--- config.mk ---
export PLATFORM = sky130hd
export DESIGN_NAME = sobel_mag
export DESIGN_NICKNAME = d
export VERILOG_FILES = /design/src/rtl/sobel_mag.sv
export SDC_FILE = /design/constraint.sdc
export NUM_CORES = 1
export LEC_CHECK = 0
export CORE_AREA = 2 2 256 258
export CTS_BUF_LIST = sky130_fd_sc_hd__clkbuf_8 sky130_fd_sc_hd__clkbuf_16
export DETAILED_ROUTE_END_ITERATION = 6
export DIE_AREA = 0 0 258 260
export PLACE_DENSITY = 0.61
export SKIP_CTS_REPAIR_TIMING = 1
export SKIP_LAST_GASP = 1
export SYNTH_ARGS = -nofsm -noshare
export SYNTH_HDL_FRONTEND = slang
export SYNTH_SLANG_ARGS = --single-unit
--- constraint.sdc ---
create_clock -name clk -period 4.15 [get_ports clk]
set_input_delay 0.83 -clock clk [delete_from_list [all_inputs] [get_ports clk]]
set_output_delay 0.83 -clock clk [all_outputs]
set_load 0.01 [all_outputs]
--- src/rtl/sobel_mag.sv ---
// -----------------------------------------------------------------------------
// sobel_mag
// Consumes 4x4 Sobel gradient tiles. On a sobel_done pulse the gx/gy tiles are
// captured; the magnitude |gx|+|gy| (saturated to DW bits) is then produced one
// pixel per clock in row-major order. Each magnitude is thresholded into an
// edge bit. The finished tile is offered downstream on a valid/ready handshake.
//
// Ports
//   clk         system clock, all logic on posedge
//   rst         synchronous active-high reset
//   sobel_done  one-cycle pulse, data_x/data_y valid in that cycle
//   data_x      4x4 horizontal gradients, two's complement
//   data_y      4x4 vertical gradients, two's complement
//   mag_valid   result tile valid, held until accepted
//   mag_ready   downstream accepts when mag_valid && mag_ready
//   mag_map     4x4 unsigned saturated magnitudes
//   edge_map    bit (4*r+c) is the edge flag of pixel [r][c]
//   edge_count  number of set bits in edge_map (0..16)
//   overrun     sticky flag, a sobel_done pulse was dropped
// -----------------------------------------------------------------------------
module sobel_mag #(
    parameter int              DW     = 9,
    parameter logic [DW-1:0]   THRESH = 9'd64
) (
    input  logic                      clk,
    input  logic                      rst,
    input  logic                      sobel_done,
    input  logic [3:0][3:0][DW-1:0]   data_x,
    input  logic [3:0][3:0][DW-1:0]   data_y,
    output logic                      mag_valid,
    input  logic                      mag_ready,
    output logic [3:0][3:0][DW-1:0]   mag_map,
    output logic [15:0]               edge_map,
    output logic [4:0]                edge_count,
    output logic                      overrun
);

    typedef enum logic [1:0] {
        IDLE = 2'd0,
        CALC = 2'd1,
        DONE = 2'd2
    } state_t;

    state_t                    state, state_nxt;
    logic [3:0]                idx;
    logic [3:0][3:0][DW-1:0]   gx_reg;
    logic [3:0][3:0][DW-1:0]   gy_reg;

    // Control decode
    logic capture;      // take a new tile this cycle
    logic accept;       // downstream takes the finished tile
    logic overrun_set;  // a pulse arrived that cannot be honoured
    logic calc_en;      // process pixel idx this cycle
    logic last_pix;

    // Per-pixel arithmetic
    logic [DW-1:0]   px_x, px_y;
    logic [DW:0]     abs_x, abs_y;
    logic [DW:0]     sum;
    logic [DW-1:0]   mag;
    logic            is_edge;

    // -------------------------------------------------------------------------
    // State register
    // -------------------------------------------------------------------------
    // NOTE: sequential state uses non-blocking (<=) so every register samples
    // pre-edge values regardless of statement order.
    always_ff @(posedge clk) begin
        if (rst) state <= IDLE;
        else     state <= state_nxt;
    end

    // -------------------------------------------------------------------------
    // Next-state logic
    // -------------------------------------------------------------------------
    // NOTE: the default assignment at the top of each always_comb keeps every
    // path assigned, so no latch is inferred.
    always_comb begin
        state_nxt = state;
        unique case (state)
            IDLE: if (sobel_done) state_nxt = CALC;
            CALC: if (last_pix)   state_nxt = DONE;
            DONE: if (mag_ready)  state_nxt = sobel_done ? CALC : IDLE;
            default:              state_nxt = IDLE;
        endcase
    end

    // -------------------------------------------------------------------------
    // Output / control decode
    // -------------------------------------------------------------------------
    always_comb begin
        capture     = 1'b0;
        accept      = 1'b0;
        overrun_set = 1'b0;
        calc_en     = 1'b0;
        last_pix    = (idx == 4'd15);
        unique case (state)
            IDLE: capture = sobel_done;
            CALC: begin
                calc_en     = 1'b1;
                overrun_set = sobel_done;
            end
            DONE: begin
                accept      = mag_ready;
                capture     = mag_ready && sobel_done;
                overrun_set = !mag_ready && sobel_done;
            end
            default: ;
        endcase
    end

    // -------------------------------------------------------------------------
    // Magnitude of the current pixel. abs() is taken in DW+1 bits so the most
    // negative input maps to 2^(DW-1) exactly; the sum's top bit is set only
    // when it exceeds 2^DW-1, which is where saturation kicks in.
    // -------------------------------------------------------------------------
    always_comb begin
        px_x  = gx_reg[idx[3:2]][idx[1:0]];
        px_y  = gy_reg[idx[3:2]][idx[1:0]];
        abs_x = px_x[DW-1] ? ({1'b0, ~px_x} + 1'b1) : {1'b0, px_x};
        abs_y = px_y[DW-1] ? ({1'b0, ~px_y} + 1'b1) : {1'b0, px_y};
        sum   = abs_x + abs_y;
        mag   = sum[DW] ? {DW{1'b1}} : sum[DW-1:0];
        is_edge = (mag >= THRESH);
    end

    // -------------------------------------------------------------------------
    // Datapath registers
    // -------------------------------------------------------------------------
    // NOTE: the capture tiles are cleared on reset as well so a reset leaves no
    // stale gradient data behind; they are flops, not a RAM, so this is cheap.
    always_ff @(posedge clk) begin
        if (rst) begin
            idx        <= '0;
            gx_reg     <= '0;
            gy_reg     <= '0;
            mag_map    <= '0;
            edge_map   <= '0;
            edge_count <= '0;
            mag_valid  <= 1'b0;
            overrun    <= 1'b0;
        end else begin
            if (overrun_set) overrun <= 1'b1;

            if (capture) begin
                gx_reg     <= data_x;
                gy_reg     <= data_y;
                mag_map    <= '0;
                edge_map   <= '0;
                edge_count <= '0;
                idx        <= '0;
                mag_valid  <= 1'b0;
            end else if (calc_en) begin
                mag_map[idx[3:2]][idx[1:0]] <= mag;
                edge_map[idx]               <= is_edge;
                if (is_edge) edge_count <= edge_count + 5'd1;
                if (last_pix) mag_valid <= 1'b1;
                else          idx       <= idx + 4'd1;
            end else if (accept) begin
                mag_valid <= 1'b0;
            end
        end
    end

endmodule
# After elaboration in Yosys (flattened, before gate mapping)

Cells that the tools add are included.

Flip-flop bits (word level): 461
Bits of input ports: 292
Output and inout bits: 167
Logic and storage cells: 120

Add/subtract/negate cells: 5
$lt $le $gt $ge: 7
Equal/unequal tests: 7
Mux-type cells: 31
Bitwise operators: 3
Reduce and logical (&&, ||, !) cells: 13

Operators with widths:

| operator               | count |
|---|---|
| $bmux W36 S2           | 2 |
| $bwmux W144            | 1 |
| $mux W36               | 3 |
| $demux W36 S2          | 1 |
| $bmux W9 S2            | 2 |
| $mux W9                | 4 |
| $add A9 B1 Y10 const B | 2 |
| $mux W10               | 2 |
| $demux W9 S2           | 1 |
| $not A9 Y9             | 2 |
| $bwmux W16             | 1 |
| $add A10 B10 Y10       | 1 |
| $ge A9 B7 Y1 const B   | 1 |
| $mux W1                | 7 |
| $lt A2 B3 Y1 const B   | 2 |
| $mux W2                | 3 |
| $ne A2 B2 Y1 const B   | 3 |
| $pmux W2 S3            | 1 |
| $reduce_and A2 Y1      | 3 |
| $add A5 B1 Y5 const B  | 1 |
| $logic_and A1 B1 Y1    | 5 |
| $lt A4 B5 Y1 const B   | 1 |
| $add A4 B1 Y4 const B  | 1 |
| $demux W1 S4           | 1 |
| 13 further kinds       | 15 |

# Logic depth before layout (Yosys ltp)

Gate-level depths: netlist of run 1.

Depth in word-level cells: 11
Gate-level depth with buffers: 22
Depth with buffers taken out: 17

# Worst setup path after synthesis of run 1

No wires, ideal clock.

Path type: reg2reg
Start: register idx[2]
End: register edge_map[11]
Arrival time: 4,091 ps
Required time: 4,016 ps
Setup slack: -75 ps
Stages on the path, launching flop included: 19
Path buffers: 4
Clock period less this slack: 4,225 ps
Cells stage by stage: dfxtp_1 -> buf_6 -> buf_12 -> mux4_2 -> mux4_2 -> inv_1 -> ha_1 -> and2_1 -> a21oi_1 -> xor2_1 -> ha_1 -> a21o_1 -> a21oi_1 -> nor2_1 -> a311o_1 -> buf_2 -> nor4_4 -> buf_4 -> a211oi_1

Longest elaborated chain between the ends: 11

Ends and longest elaborated chain:

| what                              | RTL line | RTL |
|---|---|---|
| start: declaration                | 45       | `logic [3:0] idx;` |
| start signal: assignment          | 158      | `else idx <= idx + 4'd1;` |
| $bmux W36 S2 (on tied branches)   | 118, 119 |  |
| $mux W36 (on tied branches)       | 118, 119 |  |
| $bmux W9 S2 (on tied branches)    | 118, 119 |  |
| $mux W9 (on tied branches)        | 118, 119 |  |
| $not A9 Y9 (on tied branches)     | 120, 121 |  |
| $add A9 B1 Y10 (on tied branches) | 120, 121 |  |
| $mux W10 (on tied branches)       | 120, 121 |  |
| $add A10 B10 Y10                  | 122      | `sum = abs_x + abs_y;` |
| $mux W9                           | 123      | `mag = sum[DW] ? {DW{1'b1}} : sum[DW-1:0];` |
| $ge A9 B7 Y1                      | 124      | `is_edge = (mag >= THRESH);` |
| $bwmux W16 *                      | 155      | `edge_map[idx] <= is_edge;` |
| end signal: indexed assignment    | 155      |  |
| end: declaration                  | 33       | `output logic [15:0] edge_map,` |

Every way passes the cells marked *; elsewhere a longest branch is shown, timed or not. The select of a mux whose other input is x is not followed.
A chain may end at the register's enable or synchronous reset.

# Worst setup path after layout of run 1

Start: register idx[2]
End: register edge_count[4]

Longest elaborated chain between the ends: 11

Ends and longest elaborated chain:

| what                                 | RTL line | RTL |
|---|---|---|
| $bmux W36 S2 (on tied branches)      | 118, 119 |  |
| $mux W36 (on tied branches)          | 118, 119 |  |
| $bmux W9 S2 (on tied branches)       | 118, 119 |  |
| $mux W9 (on tied branches)           | 118, 119 |  |
| $not A9 Y9 (on tied branches)        | 120, 121 |  |
| $add A9 B1 Y10 (on tied branches)    | 120, 121 |  |
| $mux W10 (on tied branches)          | 120, 121 |  |
| $add A10 B10 Y10 *                   | 122      |  |
| $mux W9 *                            | 123      |  |
| $ge A9 B7 Y1 *                       | 124      |  |
| $reduce_and A2 Y1 (no source line) * | --       |  |
| end signal: assignment               | 156      | `if (is_edge) edge_count <= edge_count + 5'd1;` |
| end: declaration                     | 34       | `output logic [4:0] edge_count,` |

Marks and branches as above.

==> metrics, run 1 <==
nets@finish 2986; mean number of vias per cell 4.92; final RePlAce weighted congestion 0.870; die area 67100 sq um; Crit path top cell by count buf_12; Site Rows 93; RSZ-0062 raised after global routing true; final setup violation count 134; startpoint types flop; maximum resistive drop on vdd 0.267 mV; dpl cells 3464; FMAX 0.232 GHz; Worst Skew 23.0 ps; Fin. Hold Viols 0; core box area 64100 sq um; Met3 Routed Length 4490 microns; Syn Nets 2535; Internal Power 8.48 mW; Syn-to-layout area delta 42.4%; post-route minimum period 4320 ps; layout cells sized above 1 11.9%; Final Cycle Share 104%; commonest non-fill, non-tap cell in the layout nand2_1; share of the synthesized area in the top cell type 48.4%; Fin Setup TNS -5870 ps; Port Buf Inserts 458; Clock Path Buffers 3; Cell variety after synth 60; Yosys warning count 0; CP peak stage delay 570 ps; Async SR Flop Fraction 0%; Post-Synthesis Cells 2222; Net Sw Frac 28.4%; DRC Markers 0; number of synthesized flops with an enable pin 0; wire per inst 19.2 microns; first-pass GRT wire length 102000 microns; Layout Cells excl Fill 3573; end-of-flow core utilization 42.4%; combinational power share 20.3%; Critical Path AT 4810 ps; clock share of power 39.1%; CTS tree yes; Post-Syn Area 19100 sq um; P_sw 3.36 mW; pre-CTS setup slack -457 ps; Ports 459; gr ovfl total 0; Reg clk slew, reported paths 60 ps; vias in the first global route 17300; antenna viol nets, final 0; commonest non-fill, non-tap cells in the layout 606 x nand2_1, 458 x dfxtp_1, 457 x clkdlybuf4s50_1; Hold Crit Class reg2reg; status finished, violations left; drt first pass iters 5; Static Leak 9.74 nW; Setup CP Type reg2reg; CP max-delay cell mux4_2; Setup crit end kind flop; met1 wire length 30200 microns; Initial Util 29.7%; top post-synthesis cells by area dfxtp_1 48%, nand2_1 12%, a21oi_1 9.0%; Syn Area/Cell 8.58 sq um; reported max-cap violation count 0; die span in y 260 microns; cts bufs inserted 49; total number of vias 17600; worst-path maximum fanout 11; CP Data Required Time 4650 ps; Final WS setup -168 ps; Slew Limit Fails 0; area leader, netlist dfxtp_1; TritonCTS Sinks 461; Synth Flop Type dfxtp_1; pwr dens 436 nW/um^2; clock root cell clkbuf_16; failing checks setup timing; final WL 68500 microns; pin count of the biggest net entering global routing 189; worst-margin pin slew 1090 ps; top layer in use met5; Yosys reg bits 461; critical path, cell by cell buf_12 > buf_12 > buf_4 > mux4_2 > a221oi_4 > buf_12 > nor2_1 > xnor2_1 > ha_1 > buf_4 > nand3_1 > a21oi_2 > o31a_1 > a311oi_2 > o41ai_4 > buf_6 > or3_1 > a21oi_1; antenna violations before repair 7; Seq/Total Area, Yosys 48.4%; DP Wirelength 50700 microns; DRT iter0 DRCs 1439; Overall Global Routing Usage 19.6%; met2 WL 31800 microns; H-tree depth 2; Clock Latency Late Sink 590 ps; sequential power share 40.6%; die width 258 microns; Max-Slew Margin vs Limit 27.1%
## critical path, delay by kind of cell, from the launching register on
family                     cells  cell delay (ps)
DFF                            1              410
and+or+nand+nor                3              470
adders and majority gates      1              300
xor gates and xnor gates       1              250
buffers and inverters          6              920
AOI/OAI and AO/OA              6             1290
muxes                          1              570
## worst paths after layout
kind | slack [ps] | to | cells past startpoint | start
setup / recovery | -170 | edge_count[4] | 18 | idx[2]
hold reg to reg | 450 | gx_reg[87] | 2 | gx_reg[87]
setup reg to reg | -170 | edge_count[4] | 18 | idx[2]
hold / removal | 450 | gx_reg[87] | 2 | gx_reg[87]
## layer usage
metal | global-route usage (%) | vias up
li1 | - | 8527
met3 | 4.09 | 114
met5 | 0 | -
met4 | 6.66 | 8
met2 | 32.0 | 625
met1 | 25.7 | 8301
## cell families after synthesis
logic type               count (synthesis)  share of synthesized area (%)
XOR/XNOR                                18                          0.827
multiplexers                           100                           9.23
AO/OA/AOI/OAI                          560                           17.7
buffers and inverters                  204                           4.59
AND/OR/NAND/NOR                        858                           17.9
adder cells (fa/ha/maj)                 21                           1.42
flip-flops                             461                           48.4
## cells in the mapped netlist (20+ instances only)
cell,instances
o21ai_0,25
nor2_1,175
a21oi_1,342
dfxtp_1,461
mux4_2,55
ha_1,20
clkbuf_1,138
and2_1,22
a211oi_1,140
buf_2,29
nand2_1,607
mux2i_1,36
a22oi_1,21
## metrics by stage
| stage | hold slack [ps] | power [mW] | cell area, sq um |
|---|---|---|---|
| 2_1_floorplan | 432 | 6.00 | 19100 |
| 6_report | 450 | 11.8 | 27200 |
| 3_3_place_gp | 440 | 7.19 | 25100 |
| 4_1_cts | 451 | 11.9 | 26900 |
| 5_1_grt | 466 | 12.3 | 27100 |
| 3_5_place_dp | 442 | 7.23 | 25100 |
## area by class of cell
| class | count | area [sq um] |
|---|---|---|
| Tap cell | 855 | 1070 |
| Clock inverter | 27 | 274 |
| Multi-Input combinational cell | 1557 | 9140 |
| Inverter | 20 | 75.1 |
| Sequential cell | 461 | 9240 |
| Antenna cell | 5 | 12.5 |
| Fill cell | 6232 | 37000 |
| Timing Repair Buffer | 584 | 5890 |
| Clock buffer | 64 | 1460 |
## power groups by stage
stage / combinational (mW) / sequential, mW / clock, mW
after floorplan: 1.16 / 4.84 / 0
after detailed placement: 2.33 / 4.90 / 0
after CTS: 2.34 / 4.80 / 4.73
after global routing: 2.59 / 4.83 / 4.90
final: 2.40 / 4.80 / 4.63
after global placement: 2.30 / 4.89 / 0
No activity file was read; power rests on OpenSTA's default activity.
==> run 2, diff against run 1 <==
--- a/config.mk
+++ b/config.mk
@@ -10,7 +10,6 @@
 export DETAILED_ROUTE_END_ITERATION = 6
 export DIE_AREA = 0 0 258 260
 export PLACE_DENSITY = 0.61
-export SKIP_CTS_REPAIR_TIMING = 1
 export SKIP_LAST_GASP = 1
 export SYNTH_ARGS = -nofsm -noshare
 export SYNTH_HDL_FRONTEND = slang
==> metrics, run 2 (synthesis gave the netlist of run 1 again) <==
status finished, violations left; failing checks setup timing; nets@finish 3007; first-pass GRT wire length 103000 microns; total number of vias 17800; final RePlAce weighted congestion 0.870; Hold Crit Class reg2reg; fillers 6179; Slew Limit Fails 0; TritonCTS Sinks 461; die area 67100 sq um; DP Wirelength 50700 microns; CP max-delay cell dfxtp_4; hold buffer count at CTS 0; Ports 459; DRC Markers 0; vias in the first global route 17500; Reg clk slew, reported paths 60 ps; commonest non-fill, non-tap cells in the layout 605 x nand2_1, 458 x dfxtp_1, 457 x clkdlybuf4s50_1; antenna violations before repair 7; Critical Path AT 4760 ps; Clock Latency Late Sink 590 ps; Internal Power 8.58 mW; pwr dens 434 nW/um^2; clock root cell clkbuf_16; drt first pass iters 5; post-route minimum period 4260 ps; Clock Path Buffers 3; P_sw 3.47 mW; Syn-to-layout area delta 45.6%; Initial Util 29.7%; antenna viol nets, final 0; wire per inst 19.5 microns; core box area 64100 sq um; worst reg-to-reg setup slack -110 ps; critical path, cell by cell buf_4 > buf_12 > mux2_2 > o31ai_2 > buf_4 > nor3_1 > nor4_2 > buf_4 > nor2_1 > xor2_1 > ha_1 > nor2b_2 > o31a_1 > a311oi_2 > o41ai_4 > buf_4 > or3_1 > a21oi_1; Fin Setup TNS -996 ps; worst-margin pin slew 1140 ps; final setup violation count 41; Crit path top cell by count buf_4; layout cells sized above 1 14.7%; Sequential Area 9240 sq um; commonest non-fill, non-tap cell in the layout nand2_1; worst-path maximum fanout 18; CTS tree yes; mean number of vias per cell 4.97; cts bufs inserted 49; combinational power share 21.7%; pin count of the biggest net entering global routing 189; sequential power share 39.9%; H-tree depth 2; die width 258 microns; Overall Global Routing Usage 19.9%; Net Sw Frac 28.8%; gr ovfl total 0; maximum resistive drop on vdd 0.272 mV; clock share of power 38.4%; Pwr Total 12.0 mW; footprint of the multi-input gates 9470 sq um; Port Buf Inserts 458; Fin. Hold Viols 0; Setup CP Type reg2reg; CP Data Required Time 4650 ps; die span in y 260 microns; Max-Slew Margin vs Limit 24.3%; Site Rows 93; reported max-cap violation count 0; Static Leak 9.96 nW; Worst Skew 20.1 ps; CP peak stage delay 430 ps; FMAX 0.235 GHz; DRT iter0 DRCs 1395; RSZ-0062 raised after global routing true; Final Cycle Share 103%; end-of-flow core utilization 43.3%; Setup crit end kind flop; Final WS setup -107 ps; final WL 70000 microns; startpoint types flop
[run 2: changes by cell type in the layout (fill, tap and decap cells not counted), moves of 4 or more]
cell | before | now
a211oi_1 | 136 | 106
a21oi_2 | 7 | 11
buf_6 | 7 | 12
a21oi_1 | 337 | 331
buf_4 | 93 | 102
a211oi_2 | 5 | 33
[run 2: what timing repair did]
| item | 4_1_cts | 5_1_grt |
|---|---|---|
| gates cloned | 2 | 2 |
| setup endpoints to repair | 165 | 165 |
| pin swaps | 31 | 35 |
| hold endpoints to repair | 0 | 0 |
| gates resized for setup | 47 | 76 |
| setup buffers | 17 | 15 |
[run 2: final cells by class]
| cell class | count | area share, % |
|---|---|---|
| diodes | 3 | 0.0270 |
| clock buffers | 64 | 5.24 |
| clock inverters | 27 | 0.987 |
| inverters | 20 | 0.270 |
| multi-input cells | 1557 | 34.1 |
| flip-flops and latches | 461 | 33.3 |
| well taps | 855 | 3.85 |
| repair buffers | 605 | 22.2 |
[run 2: layer usage]
| metal | track usage, % | vias to the layer above | part of all wire [%] |
|---|---|---|---|
| li1 | - | 8558 | - |
| met1 | 26.0 | 8489 | 44 |
| met2 | 33.0 | 671 | 47 |
| met3 | 3.97 | 113 | 6.2 |
| met4 | 6.18 | 8 | 3.0 |
| met5 | 0 | - | 0.080 |
[run 2: per-stage QoR]
stage | instances | hold WS [ps] | setup slack, ps | cell area, sq um
finish | 3592 | 449 | -107 | 27800
global route | 3589 | 466 | -293 | 27800
CTS | 3573 | 451 | -134 | 27200
detailed placement | 3464 | 442 | -457 | 25100
global placement | 3464 | 440 | -301 | 25100
floorplan | 2222 | 432 | -25.1 | 19100
[run 2: critical path, delay by kind of cell (launching register included)]
family                     cells  cell delay (ps)
DFF                            1              430
adders and majority gates      1              330
buffers and inverters          5              780
and+or+nand+nor                5              840
muxes                          1              380
AOI/OAI and AO/OA              5             1150
xor gates and xnor gates       1              250
[run 2: path summary, 6_finish.rpt]
| kind | startpoint | to | cells after the start |
|---|---|---|---|
| setup / recovery | idx[2] | edge_count[3] | 18 |
| hold reg to reg | gx_reg[87] | gx_reg[87] | 2 |
| hold / removal | gx_reg[87] | gx_reg[87] | 2 |
| setup reg to reg | idx[2] | edge_count[3] | 18 |
[run 2: power groups by stage]
stage	combinational, mW	clock (mW)	sequential, mW
floorplan	1.16	0	4.84
global placement	2.30	0	4.89
detailed placement	2.33	0	4.90
CTS	2.48	4.73	4.80
global route	2.81	4.90	4.83
finish	2.61	4.63	4.80
